### src/rtl/screen_sequencer.sv
// Game-flow controller: MENU -> COUNTDOWN -> GAME -> END -> MENU, with winner
// latching, timed END screen and a one-cycle reset pulse for the race datapath.
module screen_sequencer #(
  parameter int COUNTDOWN_CLK_COUNT = 1,
  parameter int COUNTDOWN_STEPS     = 3,
  parameter int END_TIMER_CLK_COUNT = 1,
  parameter int PLAYERS             = 4
) (
  input  logic               clk,
  input  logic               reset,
  input  logic               start_btn,
  input  logic [PLAYERS-1:0] player_finish,
  output logic [1:0]         current_screen,
  output logic [1:0]         countdown_value,
  output logic               game_enable,
  output logic [1:0]         winner,
  output logic               winner_valid,
  output logic               trigger_reset_all
);

  localparam logic [1:0] S_MENU      = 2'b00;
  localparam logic [1:0] S_COUNTDOWN = 2'b11;
  localparam logic [1:0] S_GAME      = 2'b01;
  localparam logic [1:0] S_END       = 2'b10;

  localparam int CD_W  = (COUNTDOWN_CLK_COUNT > 1) ? $clog2(COUNTDOWN_CLK_COUNT) : 1;
  localparam int END_W = (END_TIMER_CLK_COUNT > 1) ? $clog2(END_TIMER_CLK_COUNT) : 1;

  localparam logic [CD_W-1:0]  CD_LAST  = CD_W'(COUNTDOWN_CLK_COUNT - 1);
  localparam logic [END_W-1:0] END_LAST = END_W'(END_TIMER_CLK_COUNT - 1);
  localparam logic [1:0]       CD_START = 2'(COUNTDOWN_STEPS);

  logic [1:0]       screen_q, screen_d;
  logic [1:0]       countdown_q, countdown_d;
  logic [CD_W-1:0]  cd_cnt_q, cd_cnt_d;
  logic [END_W-1:0] end_cnt_q, end_cnt_d;
  logic [1:0]       winner_q, winner_d;
  logic             winner_valid_q, winner_valid_d;
  logic             trig_q, trig_d;
  logic             start_q, start_d;
  logic             start_rise;
  logic [1:0]       first_idx;

  assign start_rise = start_btn & ~start_q;

  // Scanning from the top down lets the lowest set index win on ties.
  always_comb begin
    first_idx = '0;
    for (int i = PLAYERS - 1; i >= 0; i--) begin
      if (player_finish[i]) first_idx = 2'(i);
    end
  end

  always_comb begin
    // NOTE: every _d starts from its _q value so no path through the case leaves one unassigned (no latches).
    screen_d       = screen_q;
    countdown_d    = countdown_q;
    cd_cnt_d       = cd_cnt_q;
    end_cnt_d      = end_cnt_q;
    winner_d       = winner_q;
    winner_valid_d = winner_valid_q;
    trig_d         = 1'b0;
    start_d        = start_btn;

    case (screen_q)
      S_MENU: begin
        if (start_rise) begin
          screen_d    = S_COUNTDOWN;
          countdown_d = CD_START;
          cd_cnt_d    = '0;
        end
      end
      S_COUNTDOWN: begin
        if (cd_cnt_q == CD_LAST) begin
          cd_cnt_d = '0;
          if (countdown_q == 2'd1) begin
            screen_d    = S_GAME;
            countdown_d = 2'd0;
          end else begin
            countdown_d = countdown_q - 2'd1;
          end
        end else begin
          cd_cnt_d = cd_cnt_q + CD_W'(1);
        end
      end
      S_GAME: begin
        if (|player_finish) begin
          screen_d       = S_END;
          winner_d       = first_idx;
          winner_valid_d = 1'b1;
          end_cnt_d      = '0;
        end
      end
      S_END: begin
        // Early exit on start_rise shares the normal timeout path, so the pulse fires once.
        if ((end_cnt_q == END_LAST) || start_rise) begin
          screen_d       = S_MENU;
          trig_d         = 1'b1;
          winner_valid_d = 1'b0;
        end else begin
          end_cnt_d = end_cnt_q + END_W'(1);
        end
      end
      default: screen_d = S_MENU;
    endcase
  end

  // start_q resets to 1 so a button held through reset release is not seen as a press.
  always_ff @(posedge clk or posedge reset) begin
    if (reset) begin
      screen_q       <= S_MENU;
      countdown_q    <= 2'd0;
      cd_cnt_q       <= '0;
      end_cnt_q      <= '0;
      winner_q       <= 2'd0;
      winner_valid_q <= 1'b0;
      trig_q         <= 1'b0;
      start_q        <= 1'b1;
    end else begin
      // NOTE: non-blocking assignments so every flop samples pre-edge values.
      screen_q       <= screen_d;
      countdown_q    <= countdown_d;
      cd_cnt_q       <= cd_cnt_d;
      end_cnt_q      <= end_cnt_d;
      winner_q       <= winner_d;
      winner_valid_q <= winner_valid_d;
      trig_q         <= trig_d;
      start_q        <= start_d;
    end
  end

  assign current_screen    = screen_q;
  assign countdown_value   = countdown_q;
  assign game_enable       = (screen_q == S_GAME);
  assign winner            = winner_q;
  assign winner_valid      = winner_valid_q;
  assign trigger_reset_all = trig_q;

endmodule

### config.mk
export PLATFORM = sky130hd
export DESIGN_NAME = screen_sequencer
export DESIGN_NICKNAME = d
export VERILOG_FILES = /design/src/rtl/screen_sequencer.sv
export SDC_FILE = /design/constraint.sdc
export NUM_CORES = 1
export LEC_CHECK = 0
export BUFFER_PORTS_ARGS = -buffer_cell sky130_fd_sc_hd__buf_4
export CORE_AREA = 2 2 39 41
export CTS_BUF_LIST = sky130_fd_sc_hd__clkbuf_4 sky130_fd_sc_hd__clkbuf_8
export CTS_CLUSTER_SIZE = 30
export DETAILED_ROUTE_END_ITERATION = 8
export DIE_AREA = 0 0 41 43
export GPL_TIMING_DRIVEN = 0
export MAX_ROUTING_LAYER = met4
export PLACE_DENSITY_LB_ADDON = 0.1
export SYNTH_ARGS = -nofsm -noshare
export SYNTH_HDL_FRONTEND = slang
export SYNTH_SLANG_ARGS = --single-unit
### constraint.sdc
create_clock -name clk -period 2.8 [get_ports clk]
set_clock_uncertainty 0.05 [all_clocks]
set_input_delay 0.56 -clock clk [delete_from_list [all_inputs] [get_ports clk]]
set_output_delay 0.56 -clock clk [all_outputs]
set_load 0.01 [all_outputs]
==> qor.csv, run 1 <==
stage;metric;value;unit
run_status;status;finished clean;
worst_setup_path;CP max stage delay;0.42;ns
floorplanning;core area;0.00138;mm²
power_and_ir_drop;Power Dens Cells;1090;mW/mm²
worst_setup_path;slowest CP cell;dfrtp_1;
grt;Total Routing Usage GR;15.3;%
routing;final WL;1060;µm
worst_setup_path;arrival time of the worst setup path;1.33;ns
routing;DR DRC count;0;
routing;vias;453;
place;Final Wtd Congestion;0.680;
job;Max Cap Violations;0;
floorplanning;Die Footprint;0.00176;mm²
clocking;Sink Count;10;
routing;Final ANT Viol Nets;0;
routing;vias per std cell;4.98;
clocking;Clock Latency Late Sink;0.27;ns
synth;post-synthesis net count;69;
worst_setup_path;delay-heaviest family, CP;flip-flops;
final_layout;Antenna Cells;0;
final_layout;multi-input logic area;330;µm²
clocking;worst-case clock buffer depth;2;
synth;number of synthesized flops with an enable pin;0;
routing;DR WL/cell;11.7;µm
final_layout;register area;251;µm²
timing;fin crit share;69.3;%
final_layout;area delta synth->final;27.1;%
worst_setup_path;worst path bufs/invs;2;
synth;Yosys reg bits;10;
clocking;hold buffers post-CTS;0;
worst_setup_path;CP max FO;9;
synth;Cell Area, Synth;601;µm²
worst_setup_path;reg2reg setup slack;1.40;ns
power_and_ir_drop;Pwr Total;0.831;mW
place;Area after DPL;733;µm²
grt;first-pass GRT wire length;1750;µm
place;I/O Buffers;15;
final_layout;final core occ;55.2;%
place;DP Cell Count;87;
clocking;clk slew on worst S/H paths;0.07;ns
grt;Congestion Overflow GR;0;
clocking;CTS H-Tree Depth;1;
synth;post-synthesis cell type count;26;
synth;Synth Instances;56;
clocking;CTS Buf Count;3;
worst_hold_path;Hold/Removal Path Class;input pin to async pin;
place;post-DP HPWL;821;µm
final_layout;post-route design area;763;µm²
timing;fin worst setup slack;0.861;ns
floorplanning;Starting Density;43.4;%
final_layout;final net count;89;
floorplanning;FP Rows;14;
worst_setup_path;kind of critical path;flop to output port;
timing;Fmax;0.516;GHz
timing;slew margin rel.;74.7;%
grt;initial antenna violation count;0;
clocking;Post-CTS Resized;0;
grt;largest net degree at the start of global routing;11;
floorplanning;I/O pin cnt;16;
final_layout;most frequent cells in the layout;buf_4, dfrtp_1, ha_1;
timing;Hold WS;0.214;ns
worst_setup_path;Worst R2R Start;current_screen[1];
routing;DRT iter0 DRCs;1;
synth;ys async rst share;100;%
grt;number of global-route vias before repair;451;
clocking;Post-CTS Setup Inserts;0;
place;pre-CTS setup slack;1.14;ns
timing;Slew Limit Fails;0;
worst_setup_path;Crit. path cell count;3;
timing;Final Hold Vio Count;0;
worst_setup_path;Setup crit start kind;flop;
routing;TritonRoute pass-1 iters;3;
worst_setup_path;crit path capture type;output port;
timing;minimum clock period;1.94;ns
synth;Ys Warns;0;
worst_setup_path;FF-to-FF End;current_screen[0];
clocking;CTS tree;built;
synth;Avg Synthesized Cell Area;10.7;µm²
floorplanning;die height;43;µm
worst_setup_path;crit-path cells;inv_1 -> ha_1 -> buf_4;
power_and_ir_drop;Peak VDD IR;0.505;mV
final_layout;most common cell after layout, fill and taps aside;buf_4;
worst_setup_path;Worst Path Required;2.19;ns
floorplanning;die extent in x;41;µm
timing;RSZ-0062 raised after global routing;false;
final_layout;final non-filler cell total;91;
power_and_ir_drop;Pleak;0.367;nW
synth;register area share after synthesis;41.9;%
timing;final setup vio count;0;
clocking;Clock Tree Root;clkbuf_4;
final_layout;share of layout cells above drive strength 1;37.3;%
timing;Worst Tran Pin Value;0.379;ns
worst_setup_path;R2R depth;5;
timing;setup tns final;0;ns
final_layout;Fill cells;127;
synth;ys flop type;dfrtp_1;
==> per-layer routing <==
metal	up-vias	part of all wire (%)	wire length (µm)	global-route usage, %
li1	232	-	-	-
met1	208	48	514	18.3
met2	9	45	474	22.2
met3	4	4.4	47	4.71
met4	0	2.4	25	8.00
met5	-	0	0	-
==> worst max path at each step <==
stage | from | end
CTS | current_screen[1] | game_enable
global route | current_screen[1] | game_enable
detailed placement | current_screen[1] | game_enable
global placement | current_screen[1] | game_enable
finish | current_screen[1] | game_enable
floorplan | current_screen[1] | game_enable
==> power by group <==
part           leakage [nW]  switching [mW]  total (mW)  internal (mW)
Combinational         0.230           0.222       0.459          0.236
Clock                0.0184          0.0511       0.116         0.0648
Sequential            0.118          0.0489       0.257          0.208
Total                 0.367           0.322       0.831          0.509
==> state kept, by name, summed over array words and instances (netlist names) <==
register           count
start_q                1
end_cnt_q              1
winner                 2
trigger_reset_all      1
countdown_value        2
winner_valid           1
current_screen         2
==> cell type report <==
type	instances	area share, %
sequential	10	33.0
multi-input combinational	41	43.3
tap	16	2.62
clock buffer	4	3.93
inverter	5	2.46
timing repair buffer	15	14.8
==> cells by family (layout without fill, tap and decap cells) <==
kind of cell	after synthesis	in the layout	share of synthesized area, %
AND/OR/NAND/NOR	16	16	20.6
flip-flops	10	10	41.9
AO/OA/AOI/OAI	16	16	16.9
multiplexers	2	2	3.54
XOR/XNOR	1	1	1.46
adder cells (fa/ha/maj)	6	6	12.5
buffers and inverters	5	24	3.13
==> synth_stat cells, drive strengths merged (2+ instances only) <==
| master | number | area (µm²) |
|---|---|---|
| a21boi | 2 | 15.0 |
| a21oi | 4 | 20.0 |
| dfrtp | 9 | 225 |
| ha | 6 | 75.1 |
| inv | 5 | 18.8 |
| nand2 | 3 | 16.3 |
| nand2b | 3 | 28.8 |
| nor2 | 3 | 11.3 |
| o21a | 4 | 30.0 |
| o21ai | 3 | 15.0 |
| o22ai | 2 | 12.5 |
No activity file was read; power rests on OpenSTA's default activity.
==> run 2, diff against run 1 <==
--- a/config.mk
+++ b/config.mk
@@ -5,6 +5,7 @@
 export SDC_FILE = /design/constraint.sdc
 export NUM_CORES = 1
 export LEC_CHECK = 0
+export ABC_AREA = 1
 export BUFFER_PORTS_ARGS = -buffer_cell sky130_fd_sc_hd__buf_4
 export CORE_AREA = 2 2 39 41
 export CTS_BUF_LIST = sky130_fd_sc_hd__clkbuf_4 sky130_fd_sc_hd__clkbuf_8
==> constraint.sdc (replaced) <==
create_clock -name clk -period 1.77 [get_ports clk]
set_clock_uncertainty 0.05 [all_clocks]
set_input_delay 0.354 -clock clk [delete_from_list [all_inputs] [get_ports clk]]
set_output_delay 0.354 -clock clk [all_outputs]
set_load 0.01 [all_outputs]
==> qor.csv, run 2 <==
stage;metric;value;unit;change
floorplanning;die extent in x;41;µm;unchanged
floorplanning;die height;43;µm;unchanged
timing;setup tns final;0;ns;unchanged
synth;ys async rst share;100;%;unchanged
synth;register area share after synthesis;42.8;%;+0.89 points
grt;Total Routing Usage GR;15.7;%;+0.43 points
power_and_ir_drop;Peak VDD IR;0.722;mV;+43%
floorplanning;FP Rows;14;;unchanged
timing;Slew Limit Fails;0;;unchanged
worst_setup_path;crit path capture type;output port;;
synth;top-area cell type share of the netlist area;38.3;%;+0.80 points
place;post-DP HPWL;815;µm;-0.76%
worst_setup_path;CP max FO;5;;-4
clocking;Post-CTS Resized;0;;unchanged
timing;Fmax;0.613;GHz;
synth;Synth area leaders;dfrtp_1, ha_1, nand2_1;;
power_and_ir_drop;Pwr Total;1.30;mW;+57%
final_layout;Antenna Cells;0;;unchanged
routing;vias per std cell;4.65;;-6.6%
synth;ys flop type;dfrtp_1;;
worst_setup_path;arrival time of the worst setup path;1.23;ns;-0.10 ns
synth;Cell Area, Synth;588;µm²;-2.1%
clocking;CTS tree;built;;
routing;DR DRC count;0;;unchanged
clocking;clk slew on worst S/H paths;0.07;ns;about the same
power_and_ir_drop;Power Dens Cells;1720;mW/mm²;+58%
clocking;Sink Count;10;;unchanged
routing;final WL;1000;µm;-5.6%
synth;Ys Warns;0;;unchanged
timing;Worst Tran Pin Value;0.382;ns;+0.00346 ns
place;Final Wtd Congestion;0.773;;+14%
timing;slew margin rel.;74.5;%;-0.23 points
grt;Congestion Overflow GR;0;;unchanged
timing;RSZ-0062 raised after global routing;false;;
routing;DR WL/cell;9.74;µm;-17%
worst_setup_path;CP max stage delay;0.44;ns;+0.02 ns
final_layout;final net count;101;;+13%
place;pre-CTS setup slack;0.390;ns;-0.752 ns
place;I/O Buffers;15;;unchanged
routing;DRT iter0 DRCs;7;;+6
clocking;Clock Latency Late Sink;0.26;ns;about the same
clocking;hold buffers post-CTS;0;;unchanged
worst_setup_path;kind of critical path;flop to output port;;
place;DP Cell Count;99;;+14%
clocking;Clock Tree Root;clkbuf_4;;
grt;number of global-route vias before repair;425;;-5.8%
worst_setup_path;slowest CP cell;dfrtp_1;;
synth;most common cell in the netlist;nand2_1;;
power_and_ir_drop;Pleak;0.418;nW;+14%
final_layout;most frequent cells in the layout;nand2_1, buf_4, inv_1;;
routing;Final ANT Viol Nets;0;;unchanged
synth;post-synthesis cell type count;19;;-27%
worst_setup_path;Setup crit start kind;flop;;
clocking;CTS H-Tree Depth;1;;unchanged
floorplanning;Starting Density;42.5;%;-0.90 points
worst_hold_path;Hold/Removal Path Class;input pin to async pin;;
clocking;Post-CTS Setup Inserts;0;;unchanged
grt;first-pass GRT wire length;1680;µm;-3.9%
final_layout;most common cell after layout, fill and taps aside;nand2_1;;
synth;number of synthesized flops with an enable pin;0;;unchanged
grt;largest net degree at the start of global routing;11;;unchanged
floorplanning;I/O pin cnt;16;;unchanged
routing;TritonRoute pass-1 iters;4;;+1
job;Max Cap Violations;0;;unchanged
synth;Yosys reg bits;10;;unchanged
timing;fin crit share;92.2;%;
synth;Avg Synthesized Cell Area;8.65;µm²;-19%
synth;dominant cell type by area after synthesis;dfrtp_1;;
timing;minimum clock period;1.63;ns;
synth;Synth Instances;68;;+21%
timing;Hold WS;0.0116;ns;-0.202 ns
clocking;worst-case clock buffer depth;2;;unchanged
run_status;status;finished clean;;
final_layout;share of layout cells above drive strength 1;32.2;%;-5.1 points
clocking;CTS Buf Count;3;;unchanged
final_layout;area delta synth->final;28.7;%;
synth;post-synthesis net count;81;;+17%
worst_setup_path;Worst Path Required;1.37;ns;-0.82 ns
floorplanning;Die Footprint;0.00176;mm²;unchanged
timing;fin worst setup slack;0.138;ns;-0.723 ns
grt;initial antenna violation count;0;;unchanged
timing;final setup vio count;0;;unchanged
worst_setup_path;crit-path cells;inv_1 -> ha_1 -> buf_4;;
routing;vias;479;;+5.7%
synth;top cells by count, synth;nand2_1, inv_1, dfrtp_1;;
timing;Final Hold Vio Count;0;;unchanged
final_layout;final non-filler cell total;103;;+13%
floorplanning;core area;0.00138;mm²;unchanged
run 2: changes by cell type in the layout (fill, tap and decap cells not counted), moves of 2 or more:
cell / change
nand2_1: +15
inv_1: +6
o21a_1: -4
nor2_1: +3
a21boi_0: -2
a21oi_1: -2
a21oi_2: +2
nand3_2: +2
nand4_1: +2
nor2_4: +2
o22ai_1: -2
run 2: cell type report:
cell class,instances,area [µm²]
Tap cell,16,20.0
Inverter,11,41.3
Multi-Input combinational cell,47,295
Sequential cell,10,251
Clock buffer,4,36.3
Timing Repair Buffer,15,113
Fill cell,136,627
run 2: final timing paths:
check                                        from                end  slack [ns]  depth (start not counted)
worst max-delay path            current_screen[1]        game_enable        0.14                          3
worst min-delay path                        reset          winner[0]        0.01                          2
worst max register to register  current_screen[1]  current_screen[1]        0.38                          5
worst min register to register       winner_valid       winner_valid        0.42                          2
max in group asynchronous                   reset            start_q        1.35                          2
min in group clk                        start_btn            start_q        0.15                          1
run 2: logic make-up (layout without fill, tap and decap cells):
family | after synthesis | count (layout) | synth area share (%)
flops | 10 | 10 | 42.8
compound gates | 9 | 9 | 10.0
fa+ha+maj | 6 | 6 | 12.8
simple gates | 32 | 32 | 27.4
buf+inv | 11 | 30 | 7.02
run 2: critical path: cells and delay by family (launching register included):
family,cells,cell delay (ns)
adder cells (fa/ha/maj),1,0.26
buffers and inverters,2,0.28
flip-flops,1,0.44
run 2: per-layer routing:
| layer | track usage [%] | wire, µm | up-vias |
|---|---|---|---|
| li1 | - | - | 252 |
| met1 | 18.0 | 454 | 215 |
| met2 | 20.9 | 480 | 10 |
| met3 | 4.71 | 45 | 2 |
| met4 | 14.0 | 23 | 0 |
| met5 | - | 0 | - |
run 2: through the flow:
step / utilization [%] / area [µm²]
finish: 54.7 / 757
global route: 54.7 / 757
CTS: 54.7 / 757
detailed placement: 52.1 / 721
global placement: 52.1 / 721
floorplan: - / 588
run 2: power by group:
| group | internal (mW) | switching (mW) |
|---|---|---|
| registers | 0.330 | 0.0742 |
| clock network | 0.125 | 0.0827 |
| logic | 0.325 | 0.367 |
==> run 3, diff against run 2 <==
--- a/config.mk
+++ b/config.mk
@@ -6,7 +6,7 @@
 export NUM_CORES = 1
 export LEC_CHECK = 0
 export ABC_AREA = 1
-export BUFFER_PORTS_ARGS = -buffer_cell sky130_fd_sc_hd__buf_4
+export BUFFER_PORTS_ARGS = -buffer_cell sky130_fd_sc_hd__buf_2
 export CORE_AREA = 2 2 39 41
 export CTS_BUF_LIST = sky130_fd_sc_hd__clkbuf_4 sky130_fd_sc_hd__clkbuf_8
 export CTS_CLUSTER_SIZE = 30
==> qor.csv, run 3 (same netlist as run 2, synthesis figures left out) <==
stage;metric;value;unit;change
run_status;status;finished clean;;
floorplanning;Die Footprint;0.00176;mm²;unchanged
floorplanning;die height;43;µm;unchanged
timing;Final Hold Vio Count;0;;unchanged
floorplanning;die extent in x;41;µm;unchanged
clocking;CTS Buf Count;3;;unchanged
clocking;worst-case clock buffer depth;2;;unchanged
final_layout;share of layout cells above drive strength 1;32.2;%;unchanged
timing;minimum clock period;1.62;ns;-0.0165 ns
job;Max Cap Violations;0;;unchanged
clocking;clk slew on worst S/H paths;0.07;ns;about the same
place;Final Wtd Congestion;0.727;;-6.0%
final_layout;Fill cells;136;;unchanged
worst_setup_path;Setup crit start kind;flop;;
clocking;Post-CTS Resized;0;;unchanged
worst_setup_path;worst path bufs/invs;2;;unchanged
clocking;Sink Count;10;;unchanged
worst_setup_path;kind of critical path;flop to output port;;
floorplanning;FP Rows;14;;unchanged
worst_setup_path;Worst Path Required;1.37;ns;about the same
final_layout;most common cell after layout, fill and taps aside;nand2_1;;
timing;Hold WS;0.00129;ns;-0.0104 ns
final_layout;final core occ;52.0;%;-2.7 points
clocking;Clock Tree Root;clkbuf_4;;
routing;DR DRC count;0;;unchanged
grt;largest net degree at the start of global routing;11;;unchanged
worst_setup_path;slowest CP cell;dfrtp_1;;
final_layout;most frequent cells in the layout;nand2_1, buf_2, inv_1;;
final_layout;Antenna Cells;0;;unchanged
timing;RSZ-0062 raised after global routing;false;;
floorplanning;I/O pin cnt;16;;unchanged
final_layout;area delta synth->final;22.3;%;
place;I/O Buffers;15;;unchanged
worst_setup_path;delay-heaviest family, CP;flip-flops;;
clocking;Post-CTS Setup Inserts;0;;unchanged
routing;final WL;1010;µm;+0.30%
worst_setup_path;crit path capture type;output port;;
timing;slew margin rel.;73.2;%;-1.3 points
grt;first-pass GRT wire length;1680;µm;unchanged
worst_setup_path;crit-path cells;inv_1 -> ha_1 -> buf_2;;
routing;vias;481;;+0.42%
grt;number of global-route vias before repair;451;;+6.1%
timing;Slew Limit Fails;0;;unchanged
clocking;CTS tree;built;;
routing;vias per std cell;4.67;;+0.42%
power_and_ir_drop;Peak VDD IR;0.756;mV;+4.7%
timing;Worst Tran Pin Value;0.402;ns;+0.0201 ns
power_and_ir_drop;Pleak;0.406;nW;-2.8%
grt;Total Routing Usage GR;15.4;%;-0.33 points
worst_setup_path;arrival time of the worst setup path;1.21;ns;-0.02 ns
worst_hold_path;Hold/Removal Path Class;input pin to async pin;;
floorplanning;Starting Density;42.5;%;unchanged
worst_setup_path;CP max stage delay;0.42;ns;-0.02 ns
timing;fin crit share;91.3;%;-0.93 points
clocking;CTS H-Tree Depth;1;;unchanged
grt;Congestion Overflow GR;0;;unchanged
final_layout;final net count;101;;unchanged
place;post-DP HPWL;789;µm;-3.1%
clocking;Clock Latency Late Sink;0.27;ns;about the same
timing;Fmax;0.619;GHz;+1.0%
timing;final setup vio count;0;;unchanged
timing;setup tns final;0;ns;unchanged
routing;DR WL/cell;9.77;µm;+0.30%
worst_setup_path;CP max FO;5;;unchanged
routing;TritonRoute pass-1 iters;4;;unchanged
clocking;hold buffers post-CTS;0;;unchanged
grt;initial antenna violation count;0;;unchanged
floorplanning;core area;0.00138;mm²;unchanged
routing;DRT iter0 DRCs;7;;unchanged
routing;Final ANT Viol Nets;0;;unchanged
power_and_ir_drop;Power Dens Cells;1730;mW/mm²;+0.49%
run 3: power by group:
| part | internal [mW] | switching (mW) | leakage [nW] |
|---|---|---|---|
| Clock | 0.125 | 0.0884 | 0.0210 |
| Combinational | 0.268 | 0.367 | 0.265 |
| Sequential | 0.330 | 0.0675 | 0.120 |
run 3: final cells by class:
type / instances / area, µm² / share of cell area (%)
tap: 16 / 20.0 / 2.78
multi-input combinational: 47 / 295 / 41.0
clock buffer: 4 / 36.3 / 5.04
timing repair buffer: 15 / 75.1 / 10.4
inverter: 11 / 41.3 / 5.74
sequential: 10 / 251 / 35.0
run 3: through the flow:
stage	total power [mW]	std cells	cell area (µm²)	setup WS (ns)
after global routing	1.39	103	719	0.0648
after floorplan	0.858	68	588	0.409
after CTS	1.27	103	719	0.135
final	1.25	103	719	0.154
after global placement	1.03	99	683	0.429
after detailed placement	1.05	99	683	0.432
run 3: worst register-to-register path: stages (launching register included):
cell     delay [ns]
dfrtp_1        0.43
inv_1          0.11
ha_1           0.24
a21oi_2        0.20
nand3_2        0.09
nand2_1        0.06
nand2_1        0.05
run 3: worst paths after layout:
kind,cells past startpoint,end,slack (ns),startpoint
worst max-delay path,3,game_enable,0.15,current_screen[1]
worst min-delay path,2,trigger_reset_all,0.001,reset
worst max register to register,6,current_screen[0],0.43,current_screen[0]
worst min register to register,2,winner_valid,0.43,winner_valid
max in group asynchronous,2,start_q,1.35,reset
min in group clk,1,start_q,0.14,start_btn
run 3: per-layer routing:
metal | vias up | wire, µm | GRT usage (%)
met1 | 212 | 474 | 17.6
met2 | 13 | 446 | 21.3
met5 | - | 0 | -
met3 | 5 | 36 | 3.14
li1 | 251 | - | -
met4 | 0 | 48 | 14.0
